`config.mk`:
```
export PLATFORM = sky130hd
export DESIGN_NAME = int_div_int_to_fixed_point
export DESIGN_NICKNAME = d
export VERILOG_FILES = /design/src/rtl/int_div_int_to_fixed_point.sv
export SDC_FILE = /design/constraint.sdc
export NUM_CORES = 1
export LEC_CHECK = 0
export BUFFER_PORTS_ARGS = -buffer_cell sky130_fd_sc_hd__buf_2
export CAP_MARGIN = 15
export CELL_PAD_IN_SITES_DETAIL_PLACEMENT = 0
export CELL_PAD_IN_SITES_GLOBAL_PLACEMENT = 1
export CORE_ASPECT_RATIO = 0.8
export CORE_UTILIZATION = 41
export CTS_BUF_LIST = sky130_fd_sc_hd__clkbuf_4
export DETAILED_ROUTE_END_ITERATION = 8
export GPL_TIMING_DRIVEN = 0
export PLACE_DENSITY = 0.73
export SKIP_CTS_REPAIR_TIMING = 1
export SLEW_MARGIN = 20
export SYNTH_ARGS = -nofsm -noshare
export SYNTH_HDL_FRONTEND = slang
export SYNTH_SLANG_ARGS = --single-unit
```
`constraint.sdc`:
```
create_clock -name clk -period 7.7 [get_ports clk]
set_clock_uncertainty 0.05 [all_clocks]
set_input_delay 0.77 -clock clk [delete_from_list [all_inputs] [get_ports clk]]
set_output_delay 0.77 -clock clk [all_outputs]
set_load 0.02 [all_outputs]
```
`src/rtl/int_div_int_to_fixed_point.sv`:
```
// rtl/int_div_int_to_fixed_point.sv - multi-cycle signed integer/integer divider producing {integer, 5-digit decimal fraction}
//
// Purpose : restoring binary divider. The integer quotient |num|/|den| is formed
//           first (IN_W steps), then the fraction (rem*SCALE)/|den| (FRAC_BITS
//           steps), then one finishing cycle applies sign and saturation.
// Ports   : clk      in   clock, rising edge
//           reset    in   asynchronous active-high reset
//           start    in   request, sampled only while ready=1
//           num/den  in   signed operands, latched when start is accepted
//           ready    out  1 while idle
//           done     out  one-cycle pulse, result valid
//           fixed_X  out  signed integer part of quotient
//           fixed_Y  out  signed fraction digits (magnitude 0..SCALE-1)
//           ovf      out  integer part saturated (held with result)
//           div0     out  denominator was zero (held with result)
// Config  : FIXED_DIV_ROUND_EN - round the fraction half-up instead of truncating.
module int_div_int_to_fixed_point #(
    parameter int IN_W      = 21,
    parameter int X_W       = 10,
    parameter int Y_W       = 18,
    parameter int SCALE     = 100000,
    parameter int FRAC_BITS = 17
) (
    input  logic                   clk,
    input  logic                   reset,
    input  logic                   start,
    input  logic signed [IN_W-1:0] num,
    input  logic signed [IN_W-1:0] den,
    output logic                   ready,
    output logic                   done,
    output logic signed [X_W-1:0]  fixed_X,
    output logic signed [Y_W-1:0]  fixed_Y,
    output logic                   ovf,
    output logic                   div0
);

    localparam int PROD_W = IN_W - 1 + FRAC_BITS;
    localparam int CNT_W  = $clog2(IN_W + 1);
    localparam int X_MAX  = 2 ** (X_W - 1) - 1;

    typedef enum logic [1:0] {S_IDLE, S_INT, S_FRAC, S_FIN} state_t;

    state_t               r_state;
    state_t               w_state_nxt;
    logic [CNT_W-1:0]     r_cnt;
    logic [IN_W-1:0]      r_den;
    logic [IN_W-1:0]      r_rem;
    logic [IN_W-1:0]      r_quo;
    logic [FRAC_BITS-1:0] r_qf;
    logic                 r_sign;
    logic                 r_div0;

    // Operand magnitudes; the most negative input maps to 2**(IN_W-1) unsigned.
    logic [IN_W-1:0] w_num_abs;
    logic [IN_W-1:0] w_den_abs;
    assign w_num_abs = num[IN_W-1] ? $unsigned(-num) : $unsigned(num);
    assign w_den_abs = den[IN_W-1] ? $unsigned(-den) : $unsigned(den);

    // One restoring step shared by both phases; only the dividend source differs.
    logic            w_in_bit;
    logic [IN_W:0]   w_shift;
    logic            w_ge;
    logic [IN_W-1:0] w_diff;
    logic [IN_W-1:0] w_rem_step;
    assign w_in_bit   = (r_state == S_INT) ? r_quo[IN_W-1] : r_qf[FRAC_BITS-1];
    assign w_shift    = {r_rem, w_in_bit};
    assign w_ge       = w_shift >= {1'b0, r_den};
    // When w_ge holds the true difference is below r_den, so the low IN_W bits suffice.
    assign w_diff     = w_shift[IN_W-1:0] - r_den;
    assign w_rem_step = w_ge ? w_diff : w_shift[IN_W-1:0];

    // Fraction dividend. Its quotient is below 2**FRAC_BITS, so the top bits are
    // already smaller than |den| and can seed the partial remainder directly,
    // leaving only FRAC_BITS steps to run.
    logic [PROD_W-1:0] w_prod;
`ifdef FIXED_DIV_ROUND_EN
    assign w_prod = PROD_W'(w_rem_step) * PROD_W'(SCALE) + PROD_W'(r_den >> 1);
`else
    assign w_prod = PROD_W'(w_rem_step) * PROD_W'(SCALE);
`endif

    logic w_last_int;
    logic w_last_frac;
    assign w_last_int  = (r_cnt == CNT_W'(IN_W - 1));
    assign w_last_frac = (r_cnt == CNT_W'(FRAC_BITS - 1));

    // Finishing: optional rounding carry, saturation, then sign.
    logic [IN_W:0]          w_qi;
    logic [FRAC_BITS-1:0]   w_qf;
    logic                   w_sat;
    logic [X_W-1:0]         w_mag_x;
    logic [Y_W-1:0]         w_mag_y;
    logic signed [X_W-1:0]  w_res_x;
    logic signed [Y_W-1:0]  w_res_y;

    always_comb begin
        w_qi = {1'b0, r_quo};
        w_qf = r_qf;
`ifdef FIXED_DIV_ROUND_EN
        if (r_qf == FRAC_BITS'(SCALE)) begin
            w_qi = {1'b0, r_quo} + (IN_W+1)'(1);
            w_qf = '0;
        end
`endif
        w_sat   = w_qi > (IN_W+1)'(X_MAX);
        w_mag_x = w_sat ? X_W'(X_MAX) : w_qi[X_W-1:0];
        w_mag_y = w_sat ? Y_W'(SCALE - 1) : Y_W'(w_qf);
        if (r_div0) begin
            w_res_x = X_W'(X_MAX);
            w_res_y = Y_W'(SCALE - 1);
        end else if (r_sign) begin
            // Negating zero yields zero, so no negative-zero case exists.
            w_res_x = -$signed(w_mag_x);
            w_res_y = -$signed(w_mag_y);
        end else begin
            w_res_x = $signed(w_mag_x);
            w_res_y = $signed(w_mag_y);
        end
    end

    // State register.
    always_ff @(posedge clk or posedge reset) begin
        if (reset) r_state <= S_IDLE;
        else       r_state <= w_state_nxt;
    end

    // Next state and ready.
    always_comb begin
        w_state_nxt = r_state;
        ready       = 1'b0;
        case (r_state)
            S_IDLE: begin
                ready = 1'b1;
                if (start) w_state_nxt = S_INT;
            end
            S_INT:   if (w_last_int)  w_state_nxt = S_FRAC;
            S_FRAC:  if (w_last_frac) w_state_nxt = S_FIN;
            S_FIN:   w_state_nxt = S_IDLE;
            default: w_state_nxt = S_IDLE;
        endcase
    end

    // Datapath and result registers.
    always_ff @(posedge clk or posedge reset) begin
        if (reset) begin
            r_cnt   <= '0;
            r_den   <= '0;
            r_rem   <= '0;
            r_quo   <= '0;
            r_qf    <= '0;
            r_sign  <= 1'b0;
            r_div0  <= 1'b0;
            done    <= 1'b0;
            fixed_X <= '0;
            fixed_Y <= '0;
            ovf     <= 1'b0;
            div0    <= 1'b0;
        end else begin
            done <= 1'b0;
            case (r_state)
                S_IDLE: begin
                    if (start) begin
                        r_rem  <= '0;
                        r_quo  <= w_num_abs;
                        r_den  <= w_den_abs;
                        r_sign <= num[IN_W-1] ^ den[IN_W-1];
                        r_div0 <= (den == '0);
                        r_cnt  <= '0;
                    end
                end
                S_INT: begin
                    r_quo <= {r_quo[IN_W-2:0], w_ge};
                    if (w_last_int) begin
                        r_rem <= {1'b0, w_prod[PROD_W-1:FRAC_BITS]};
                        r_qf  <= w_prod[FRAC_BITS-1:0];
                        r_cnt <= '0;
                    end else begin
                        r_rem <= w_rem_step;
                        r_cnt <= r_cnt + CNT_W'(1);
                    end
                end
                S_FRAC: begin
                    r_rem <= w_rem_step;
                    r_qf  <= {r_qf[FRAC_BITS-2:0], w_ge};
                    r_cnt <= r_cnt + CNT_W'(1);
                end
                S_FIN: begin
                    fixed_X <= w_res_x;
                    fixed_Y <= w_res_y;
                    ovf     <= r_div0 ? 1'b0 : w_sat;
                    div0    <= r_div0;
                    done    <= 1'b1;
                end
                default: ;
            endcase
        end
    end

endmodule
```
# Word level (Yosys, flattened, before mapping)
# Cells that the tools add are included.
op_classes:
  add_sub_neg: 6
  mul: 1
  n_lt_le_gt_ge: 2
  eq_ne: 8
  n_mux: 27
  bitwise: 1
  n_reduce_logical: 10
op_table:
  columns: ["op", "count"]
  rows:
  - ["21-bit 2-to-1 mux", 6]
  - ["21-bit one-hot mux with 3 select lines", 1]
  - ["21-bit negation", 2]
  - ["21-bit one-hot mux with 2 select lines", 1]
  - ["18-bit 2-to-1 mux", 2]
  - ["17-bit 2-to-1 mux", 2]
  - ["17-bit one-hot mux with 2 select lines", 1]
  - ["21-bit by 12-bit multiplier with 32-bit output, second input constant", 1]
  - ["10-bit 2-to-1 mux", 3]
  - ["22-bit by 21-bit >= comparator with 1-bit output", 1]
  - ["21-bit by 9-bit > comparator with 1-bit output, second input constant", 1]
  - ["21-bit logical NOT", 1]
  - ["21-bit subtractor", 1]
  - ["17-bit negation with 18-bit output", 1]
  - ["5-bit one-hot mux with 3 select lines", 1]
  - ["5-bit == test, second input constant", 2]
  - ["5-bit 2-to-1 mux", 2]
  - ["10-bit negation", 1]
  - ["2-bit one-hot mux with 4 select lines", 1]
  - ["2-bit AND reduction", 4]
  - ["2-bit 2-to-1 mux", 3]
  - ["2-bit inequality test, second input constant", 3]
  - ["5-bit by 1-bit adder with 5-bit output, second input constant", 1]
  - ["2-bit == test, second input constant", 2]
  - ["7 further kinds", 11]
word_totals:
  reg_bits: 120
  inputBits: 45
  output_inout_bits: 32
  elab_cells: 68

# Longest topological paths before layout
# Gate-level depths: netlist (run 1).
logic_depth:
  depth_word: 7
  ltp_mapped: 34

# Worst setup path before layout (run 1)
# OpenSTA, ideal clock, no wires.
synth_path:
  kind: "register to register"
  from: "reg r_state[1]"
  to: "reg r_rem[18]"
  setup_time_ns: 0.118
  arrival_time_ns: 7.393
  required_time_ns: 7.532
  path_slack_ns: 0.139
  path_stages_with_launch: 32
  n_path_buf: 2
  synth_period_minus_slack_ns: 7.561
  path_cell_list: "dfrtp_1 > inv_1 > ha_1 > mux2i_1 > ha_1 > inv_1 > fa_1 > a211oi_2 > o211ai_1 > and4b_1 > nor2_1 > o2bb2ai_2 > buf_4 > buf_2 > mux2_2 > ha_1 > ha_1 > fa_1 > fa_1 > inv_1 > fa_1 > inv_1 > ha_1 > a21o_1 > a21o_1 > a21oi_1 > o21ai_1 > o21bai_1 > a2111oi_2 > o21bai_1 > xor2_1 > a21o_1"
synth_via:
  elab_chain_len: 7
  word_cells_on_any_way: 13
  cone_classes: "add/sub (1); mul (1); order compare (1); eq/ne (3); mux (4); reduce/logical (3)"
synth_lines:
  columns: ["item", "line_no", "source"]
  rows:
  - ["start: declaration", "43", "state_t r_state;"]
  - ["start signal: assignment", "124", "else r_state <= w_state_nxt;"]
  - ["2-bit by 1-bit == test with 1-bit output", "65, 160", null]
  - ["1-bit 2-to-1 mux", "65", "assign w_in_bit = (r_state == S_INT) ? r_quo[IN_W-1] : r_qf[FRAC_BITS-1];"]
  - ["21-bit subtractor / 22-bit by 21-bit >= comparator with 1-bit output (equally long branches)", "69, 67", null]
  - ["21-bit 2-to-1 mux", "70", "assign w_rem_step = w_ge ? w_diff : w_shift[IN_W-1:0];"]
  - ["21-bit by 12-bit multiplier with 32-bit output", "79", "assign w_prod = PROD_W'(w_rem_step) * PROD_W'(SCALE);"]
  - ["21-bit 2-to-1 mux", "173", "if (w_last_int) begin"]
  - ["21-bit one-hot mux with 3 select lines", "160", "case (r_state)"]
  - ["end signal: assignment", "174", "r_rem <= {1'b0, w_prod[PROD_W-1:FRAC_BITS]};"]
  - ["end signal: assignment", "178", "r_rem <= w_rem_step;"]
  - ["end signal: assignment", "183", "r_rem <= w_rem_step;"]
  - ["end: declaration", "47", "logic [IN_W-1:0] r_rem;"]
# Parallel ways exist; a longest one is shown, timed or not.
# A chain may end at the register's enable or synchronous reset.

# Final worst setup path (run 1)
# Ends and elaborated chain as after synthesis.

==> results.py, run 1 <==
metrics = {
    "timing": {
        "report.final.slew_viol_count": 0,
        "fin_crit_ns": 7.512,
        "max_slew_margin_pct": 42.78,
        "worst_slew_pin_slew_ns": 0.8552,
        "finalSetupViolCount": 0,
        "hold_viol_final": 0,
        "timing.fmax_mhz": 133.1,
        "holdWs_ns": 0.1908,
        "period_share_pct": 97.56,
    },
    "drt": {
        "drc": 0,
        "vias": 10450,
        "routed_wl_um": 33480,
        "viasPerCell": 5.327,
        "ant_nets": 0,
        "wire_per_inst_um": 17.07,
        "dr.pass1.iters": 5,
        "drt_iter0_drc": 685,
    },
    "logic_synthesis": {
        "postSynthCellCount": 1438,
        "synth.distinct_cells": 83,
        "ys_seq_area_share_pct": 24.45,
        "synth_top_area_share_pct": 24.45,
        "synth_area_leaders": "dfrtp_1 24%, ha_1 15%, fa_1 10%",
        "synth_area_mm2": 0.01228,
        "yosysTopAreaCell": "dfrtp_1",
        "async_reset_ff_share_pct": 100.0,
        "synth_seq_cells": 120,
        "ys.flop_type": "dfrtp_1",
        "ys_warn_count": 0,
        "syn_avg_cell_area_um2": 8.542,
        "synth-edff-count": 0,
        "synth_fp_nets": 1693,
    },
    "cells_and_area": {
        "fin_nets": 1826,
        "multi_input_comb_area_mm2": 0.008894,
        "nFillCells": 2846,
        "layout.area.seq_mm2": 0.003003,
        "final_cell_mix": "197 x inv_1, 120 x nand2_1, 120 x dfrtp_1",
        "final_common_cell": "inv_1",
        "area_growth_pct": 17.72,
        "drive_above_1_share_pct": 17.05,
        "fin_cells": 1962,
    },
    "critical_path": {
        "worstSetupPathType": "reg -> reg",
        "rr_worst_depth": 33,
        "crit_top_cell": "inv_1",
        "cp_slowest_stage_delay_ns": 0.53,
        "crit_required_ns": 8.11,
        "worstReg2RegStart": "r_state[1]",
        "crit_arrival_ns": 7.92,
        "reg2reg_slack_ns": 0.19,
        "slowest_stage": "fa_1",
        "cp_max_fo": 6,
        "start_kind": "flip-flop",
        "critPathCaptureType": "flip-flop",
        "cp_num_buf_inv": 9,
        "critPathTopFamily": "adder cells",
        "r2r_end": "r_rem[18]",
    },
    "power": {
        "p_leak_nw": 7.019,
        "peakVddDrop_v": 0.0001159,
        "powerDensity_mw_per_mm2": 283.4,
    },
    "worst_hold_path": {
        "hold_path_class": "in -> async",
    },
    "placed_design": {
        "io_buffers": 76,
        "place_hpwl_um": 26350,
        "gp_congestion": 0.8837,
        "dp.cells": 1892,
    },
    "global_route": {
        "gr-total-overflow": 0,
        "grt_max_degree": 69,
        "grt_usage_pct": 21.82,
        "antenna_found_initial": 1,
        "grt_pass1_vias": 9809,
        "grt_first_pass_wirelength_um": 52850,
    },
    "status": {
        "outcome": "finished clean",
    },
    "clock_tree": {
        "clock_sinks": 120,
        "clock_latency_ns": 0.57,
        "cts_tree": "done",
        "clk_path_buf_depth": 2,
        "cts_made_buffers": 17,
        "htree_levels": 4,
        "clk_pin_slew_ns": 0.14,
        "cts-root-buf": "clkbuf_4",
    },
    "floorplanning": {
        "die_x_um": 195.5,
        "std_cell_rows": 56,
        "core_area_mm2": 0.02936,
        "die_y_um": 156.8,
        "ios": 77,
        "die_area_mm2": 0.03066,
        "start_util_pct": 41.84,
    },
    "flow_run": {
        "maxCapViolCount": 0,
    },
}
[state kept, by name (all words and copies together) (netlist names), 2 cells and up]
| signal | count |
|---|---|
| r_den | 21 |
| r_quo | 21 |
| r_rem | 21 |
| fixed_Y | 18 |
| r_qf | 17 |
| fixed_X | 10 |
| r_cnt | 5 |
| r_state | 2 |
[per-stage QoR]
step | util (%) | setup TNS, ns | area (um^2) | power (mW) | setup WS [ns]
finish | 49.25 | 0 | 14460 | 4.098 | 0.1878
global route | 49.25 | -0.1412 | 14460 | 4.484 | -0.04267
CTS | 45.86 | -11.50 | 13460 | 3.940 | -1.109
detailed placement | 44.85 | -10.59 | 13170 | 3.427 | -1.065
global placement | 44.74 | -10.39 | 13140 | 3.398 | -1.050
floorplan | - | 0 | 12280 | 2.738 | 0.1389
[worst register-to-register path, delay by kind of cell (launching register included)]
| family | cells | cell delay [ns] |
|---|---|---|
| adder cells (fa/ha/maj) | 9 | 3.07 |
| AO/OA/AOI/OAI | 8 | 1.56 |
| buffers and inverters | 9 | 0.80 |
| AND/OR/NAND/NOR | 4 | 0.75 |
| multiplexers | 2 | 0.57 |
| flip-flops | 1 | 0.42 |
| XOR/XNOR | 1 | 0.17 |
[synth_stat cells (all sizes together) (8+ instances only)]
master,n
xnor2,38
dfrtp,120
a22o,10
mux2,14
nand2b,20
a31oi,10
ha,147
a21oi,106
nand3,18
a211oi,9
fa,63
xor2,53
nor3,14
nand2,122
a21o,20
buf,10
nor4,11
a22oi,14
nand4,9
mux2i,12
o21ai,125
clkbuf,42
or4,8
nor2b,10
o31ai,18
nor2,109
o41ai,8
o21a,10
inv,206
[kinds of logic after synthesis]
kind of cell	count (synthesis)	synth area share, %
AOI/OAI and AO/OA	382	19.57
and+or+nand+nor	350	13.63
buffers and inverters	259	8.129
adders and majority gates	210	25.24
DFF	120	24.45
xor gates and xnor gates	91	6.489
muxes	26	2.496
[layer usage]
layer  GRT usage (%)  vias up  routed length, um
met5               0        -                  0
met4           3.600        0                233
met1           34.65     5016              18060
met3           3.233       23               1530
met2           30.94      213              13660
li1                -     5200                  -
[worst max-delay path by stage]
| stage | start | to | cells after the start |
|---|---|---|---|
| after floorplan | r_state[1] | r_rem[18] | 31 |
| after global placement | r_state[1] | r_rem[13] | 32 |
| after detailed placement | r_state[1] | r_rem[13] | 32 |
| after CTS | r_state[1] | r_rem[13] | 32 |
| after global routing | r_state[1] | r_rem[18] | 33 |
| final | r_state[1] | r_rem[18] | 33 |
[layout make-up]
type	instances	share of cell area, %
plain buffers	48	1.627
diodes	1	0.01731
flip-flops and latches	120	20.77
inverters	207	5.408
clock inverters	15	1.168
multi-input cells	1059	61.50
clock buffers	17	0.8826
repair buffers	118	5.365
well taps	377	3.262
[power by group]
group          switching (mW)  internal, mW
Clock                   0.289         0.201
Combinational            1.60         0.940
Sequential              0.215         0.855
Note: power is estimated with default switching activity, not from simulation.
==> run 2, diff against run 1 <==
- clock period: 7.7 -> 6.6 ns (I/O delays scaled with it)
==> results.py, run 2 (synthesis gave the netlist of run 1 again) <==
metrics = {
    "placed_design": {
        "io_buffers": 76,
        "gp_congestion": 0.8562,
        "placed_area_mm2": 0.01359,
        "place_hpwl_um": 26940,
    },
    "timing": {
        "max_slew_margin_pct": 43.83,
        "timing.fmax_mhz": 137.0,
        "hold_viol_final": 0,
        "period_share_pct": 110.6,
        "report.final.slew_viol_count": 0,
        "fin_ws_ns": -0.6988,
        "finalSetupViolCount": 18,
        "worst_slew_pin_slew_ns": 0.8426,
        "rsz0062_at_grt": "true",
        "fin_crit_ns": 7.299,
    },
    "floorplanning": {
        "core_area_mm2": 0.02936,
        "die_area_mm2": 0.03066,
        "die_x_um": 195.5,
        "std_cell_rows": 56,
        "ios": 77,
        "die_y_um": 156.8,
        "start_util_pct": 41.84,
    },
    "critical_path": {
        "cp_slowest_stage_delay_ns": 0.52,
        "critPathCaptureType": "flip-flop",
        "worstReg2RegStart": "r_state[1]",
        "critPathLaunch": "r_state[1]",
        "cp_max_fo": 8,
        "start_kind": "flip-flop",
        "crit_required_ns": 7.03,
        "slowest_stage": "fa_1",
        "crit_arrival_ns": 7.73,
        "worstSetupPathType": "reg -> reg",
    },
    "drt": {
        "vias": 10580,
        "drt_iter0_drc": 702,
        "viasPerCell": 5.364,
        "ant_nets": 0,
        "routed_wl_um": 34590,
        "wire_per_inst_um": 17.53,
        "dr.pass1.iters": 5,
        "drc": 0,
    },
    "global_route": {
        "grt_usage_pct": 22.29,
        "grt_pass1_vias": 9748,
        "antenna_found_initial": 1,
        "gr-total-overflow": 0,
        "grt_max_degree": 92,
        "grt_first_pass_wirelength_um": 53240,
    },
    "power": {
        "pwr-share-clk_pct": 11.4,
        "peakVddDrop_v": 0.0001382,
        "p_leak_nw": 7.033,
        "sequentialPowerShare_pct": 25.2,
        "power.switching_mw": 2.547,
        "powerDensity_mw_per_mm2": 331.1,
        "switching_share_pct": 51.12,
        "comb_power_share_pct": 63.4,
        "internal-power_mw": 2.435,
    },
    "cells_and_area": {
        "layout.area.seq_mm2": 0.003004,
        "multi_input_comb_area_mm2": 0.009359,
        "final_cell_mix": "177 x inv_1, 119 x dfrtp_1, 116 x nand2_1",
        "reg_top3": "r_den (21), r_quo (21), r_rem (21)",
        "fin_util_pct": 51.25,
        "nFillCells": 2770,
        "drive_above_1_share_pct": 22.19,
        "final_common_cell": "inv_1",
        "fin_nets": 1837,
        "area_growth_pct": 22.50,
        "postLayoutCellArea_mm2": 0.01505,
    },
    "flow_run": {
        "maxCapViolCount": 0,
    },
    "clock_tree": {
        "cts-root-buf": "clkbuf_4",
        "clk_pin_slew_ns": 0.14,
        "cts_tree": "done",
        "clock_sinks": 120,
        "clock_latency_ns": 0.57,
        "clk_path_buf_depth": 2,
        "htree_levels": 4,
        "cts_made_buffers": 17,
    },
    "worst_hold_path": {
        "hold_path_class": "in -> reg",
        "min_from": "den[19]",
    },
    "status": {
        "outcome": "finished with violations",
        "violations": "negative setup slack",
    },
}
## run 2: routing by layer
layer  up-vias  track usage [%]  share of wire (%)
met1      5072            36.10                 53
met4         0            3.262               0.41
li1       5223                -                  -
met2       277            31.02                 41
met5         -                0                  0
met3        12            3.147                5.3
## run 2: final timing paths
path / end / slack, ns / cells after the start
worst max-delay path: r_rem[13] / -0.70 / 33
worst min register to register: fixed_X[9] / 0.44 / 1
min in group asynchronous: r_rem[14] / 0.55 / 3
worst max register to register: r_rem[13] / -0.70 / 33
max in group asynchronous: r_qf[9] / 5.17 / 4
worst min-delay path: r_den[19] / 0.36 / 3
## run 2: metrics by stage
stage               hold WS (ns)  power (mW)  TNS (ns)  worst slack [ns]  instances
floorplan                 0.3951       3.277   -0.9752           -0.2700       1438
global placement          0.4160       4.064    -19.39            -1.405       1891
detailed placement        0.4170       4.094    -19.40            -1.408       1892
CTS                     -0.04924       4.694    -20.04            -1.406       1924
global route              0.3407       5.435    -12.38           -0.9802       1973
finish                    0.3631       4.982    -7.565           -0.6988       1973
## run 2: worst max-delay path, delay by kind of cell, from the launching register on
kind,cells,cell delay [ns]
DFF,1,0.44
muxes,2,0.65
buffers and inverters,8,0.62
AOI/OAI and AO/OA,9,1.89
and+or+nand+nor,5,0.64
adders and majority gates,9,2.89
## run 2: area by class of cell
| type | instances | area share [%] |
|---|---|---|
| Antenna cell | 1 | 0.01663 |
| Buffer | 52 | 1.962 |
| Clock buffer | 17 | 0.8482 |
| Clock inverter | 15 | 1.106 |
| Inverter | 207 | 5.264 |
| Multi-Input combinational cell | 1059 | 62.20 |
| Sequential cell | 120 | 19.97 |
| Tap cell | 377 | 3.135 |
| Timing Repair Buffer | 125 | 5.505 |
## run 2: power groups by stage
stage / Combinational [mW] / Sequential, mW / Clock, mW
finish: 3.16 / 1.26 / 0.566
floorplan: 2.00 / 1.28 / 0
detailed placement: 2.83 / 1.26 / 0
global placement: 2.81 / 1.25 / 0
global route: 3.53 / 1.30 / 0.607
CTS: 2.87 / 1.25 / 0.581
==> run 3, diff against run 2 <==
- ABC_AREA: not set -> 1
- PLACE_DENSITY: 0.73 -> 0.87
==> results.py, run 3 <==
metrics = {
    "cells_and_area": {
        "n_antenna_cell": 0,
        "fin_nets": 2264,
        "reg_top3": "r_den (21), r_quo (21), r_rem (21)",
        "fin_cells": 2442,
        "drive_above_1_share_pct": 20.57,
        "fin_util_pct": 50.97,
        "area_growth_pct": 22.05,
        "final_common_cell": "nand2_1",
        "final_cell_mix": "355 x nand2_1, 321 x inv_1, 146 x nor2_1",
    },
    "critical_path": {
        "crit_required_ns": 7.05,
        "slowest_stage": "fa_1",
        "worstSetupPathType": "reg -> reg",
        "crit_arrival_ns": 7.18,
        "cp_slowest_stage_delay_ns": 0.53,
        "cp_max_fo": 6,
        "worstReg2RegStart": "r_state[1]",
        "critPathCaptureType": "flip-flop",
        "crit_top_cell": "inv_2",
        "start_kind": "flip-flop",
        "critPathLaunch": "r_state[1]",
    },
    "timing": {
        "finalSetupViolCount": 9,
        "fin_ws_ns": -0.1279,
        "period_share_pct": 101.9,
        "tns_ns": -0.6395,
        "fin_crit_ns": 6.728,
        "timing.fmax_mhz": 148.6,
        "rsz0062_at_grt": "true",
        "max_slew_margin_pct": 52.57,
        "worst_slew_pin_slew_ns": 0.7067,
        "report.final.slew_viol_count": 0,
        "hold_viol_final": 0,
    },
    "status": {
        "violations": "negative setup slack",
        "outcome": "finished with violations",
    },
    "logic_synthesis": {
        "synth-simple-area-share_pct": 27.25,
        "yosysTopAreaCell": "dfrtp_1",
        "synthAdderAreaFrac_pct": 23.57,
        "ys_warn_count": 0,
        "postSynthCellCount": 1863,
        "syn_avg_cell_area_um2": 7.060,
        "synth_top_area_share_pct": 22.83,
        "yosysMostFrequentCell": "nand2_1",
        "ys_seq_area_share_pct": 22.83,
        "synth_seq_cells": 120,
        "synth_area_leaders": "dfrtp_1 23%, ha_1 14%, nand2_1 12%",
        "synth_commonest_cells": "403 x nand2_1, 354 x inv_1, 160 x nor2_1, 147 x ha_1, 134 x nand3_1",
        "synth-xor-area-share_pct": 3.196,
        "async_reset_ff_share_pct": 100.0,
        "synth.distinct_cells": 47,
        "synth_area_mm2": 0.01315,
        "synth_top_family_by_area": "simple AND/OR/NAND/NOR gates",
        "synth_fp_nets": 2118,
        "muxShareOfSynthArea_pct": 0,
        "synth-compound-area-share_pct": 11.29,
        "synth-edff-count": 0,
        "ys.flop_type": "dfrtp_1",
    },
    "placed_design": {
        "gp_congestion": 0.9550,
        "io_buffers": 76,
        "dp_slack_ns": -1.149,
        "dp.cells": 2360,
        "place_hpwl_um": 29570,
    },
    "clock_tree": {
        "htree_levels": 4,
        "clock_sinks": 120,
        "cts_made_buffers": 17,
        "cts_tree": "done",
        "cts-root-buf": "clkbuf_4",
        "clock_latency_ns": 0.57,
        "clk_pin_slew_ns": 0.12,
        "clk_path_buf_depth": 2,
    },
    "global_route": {
        "grt_max_degree": 80,
        "antenna_found_initial": 0,
        "grt_pass1_vias": 11310,
        "grt_first_pass_wirelength_um": 57790,
        "gr-total-overflow": 0,
        "grt_usage_pct": 22.07,
    },
    "drt": {
        "ant_nets": 0,
        "wire_per_inst_um": 15.29,
        "dr.pass1.iters": 6,
        "drc": 0,
        "vias": 12520,
        "drt_iter0_drc": 887,
        "viasPerCell": 5.125,
        "routed_wl_um": 37340,
    },
    "floorplanning": {
        "die_x_um": 202.3,
        "ios": 77,
        "std_cell_rows": 58,
        "start_util_pct": 41.76,
        "core_area_mm2": 0.03150,
        "die_area_mm2": 0.03280,
        "die_y_um": 162.2,
    },
    "worst_hold_path": {
        "hold_path_class": "in -> async",
    },
    "flow_run": {
        "maxCapViolCount": 0,
    },
}
==> run 3: cell count changes in the layout (fill, tap and decap cells not counted), sizes merged, moves of 17 or more <==
cell	delta
inv	+148
nand2	+301
nand2b	-20
nand3	+122
nor2	+59
o31ai	-17
xnor2	-25
xor2	-18
==> run 3: per-stage QoR <==
| stage | hold WS [ns] | instance area (um^2) |
|---|---|---|
| after floorplan | 0.3988 | 13150 |
| after global placement | 0.4101 | 14060 |
| after detailed placement | 0.4175 | 14090 |
| after CTS | 0.03331 | 14360 |
| after global routing | 0.07506 | 16050 |
| final | 0.05264 | 16050 |
==> run 3: critical path, delay by kind of cell (launching register included) <==
family                     cells  cell delay, ns
AOI/OAI and AO/OA              1            0.07
and+or+nand+nor               19            2.24
DFF                            1            0.45
buffers and inverters         10            0.76
adders and majority gates      9            3.05
==> run 3: path summary, 6_finish.rpt <==
check	end	slack, ns	depth (start not counted)
worst max-delay path	r_rem[14]	-0.13	39
worst min-delay path	r_den[20]	0.05	2
worst max register to register	r_rem[14]	-0.13	39
worst min register to register	fixed_X[0]	0.44	2
max in group asynchronous	fixed_Y[11]	5.71	3
min in group clk	r_quo[20]	0.36	4
==> run 3: final cells by class <==
type / count / area [um^2]
flip-flops and latches: 120 / 3003
fillers: 3083 / 15440
plain buffers: 39 / 207.7
clock buffers: 19 / 142.6
well taps: 420 / 525.5
inverters: 362 / 1383
clock inverters: 13 / 128.9
repair buffers: 127 / 839.6
multi-input cells: 1342 / 9823
==> run 3: cells by family (layout without fill, tap and decap cells) <==
kind of cell,after synthesis,after routing
flip-flops,120,120
adder cells (fa/ha/maj),210,210
AO/OA/AOI/OAI,269,269
AND/OR/NAND/NOR,815,815
buffers and inverters,401,560
XOR/XNOR,48,48
==> run 3: metal layers <==
metal	vias to the layer above	track usage (%)	part of all wire, %
li1	6255	-	-
met1	5861	32.83	49
met2	352	33.62	44
met3	48	3.210	5.3
met4	0	4.921	1.6
met5	-	0	0
Power of run 3 is not shown: default switching activity piles up to over one toggle a cycle in this logic, so the estimate is an artifact.
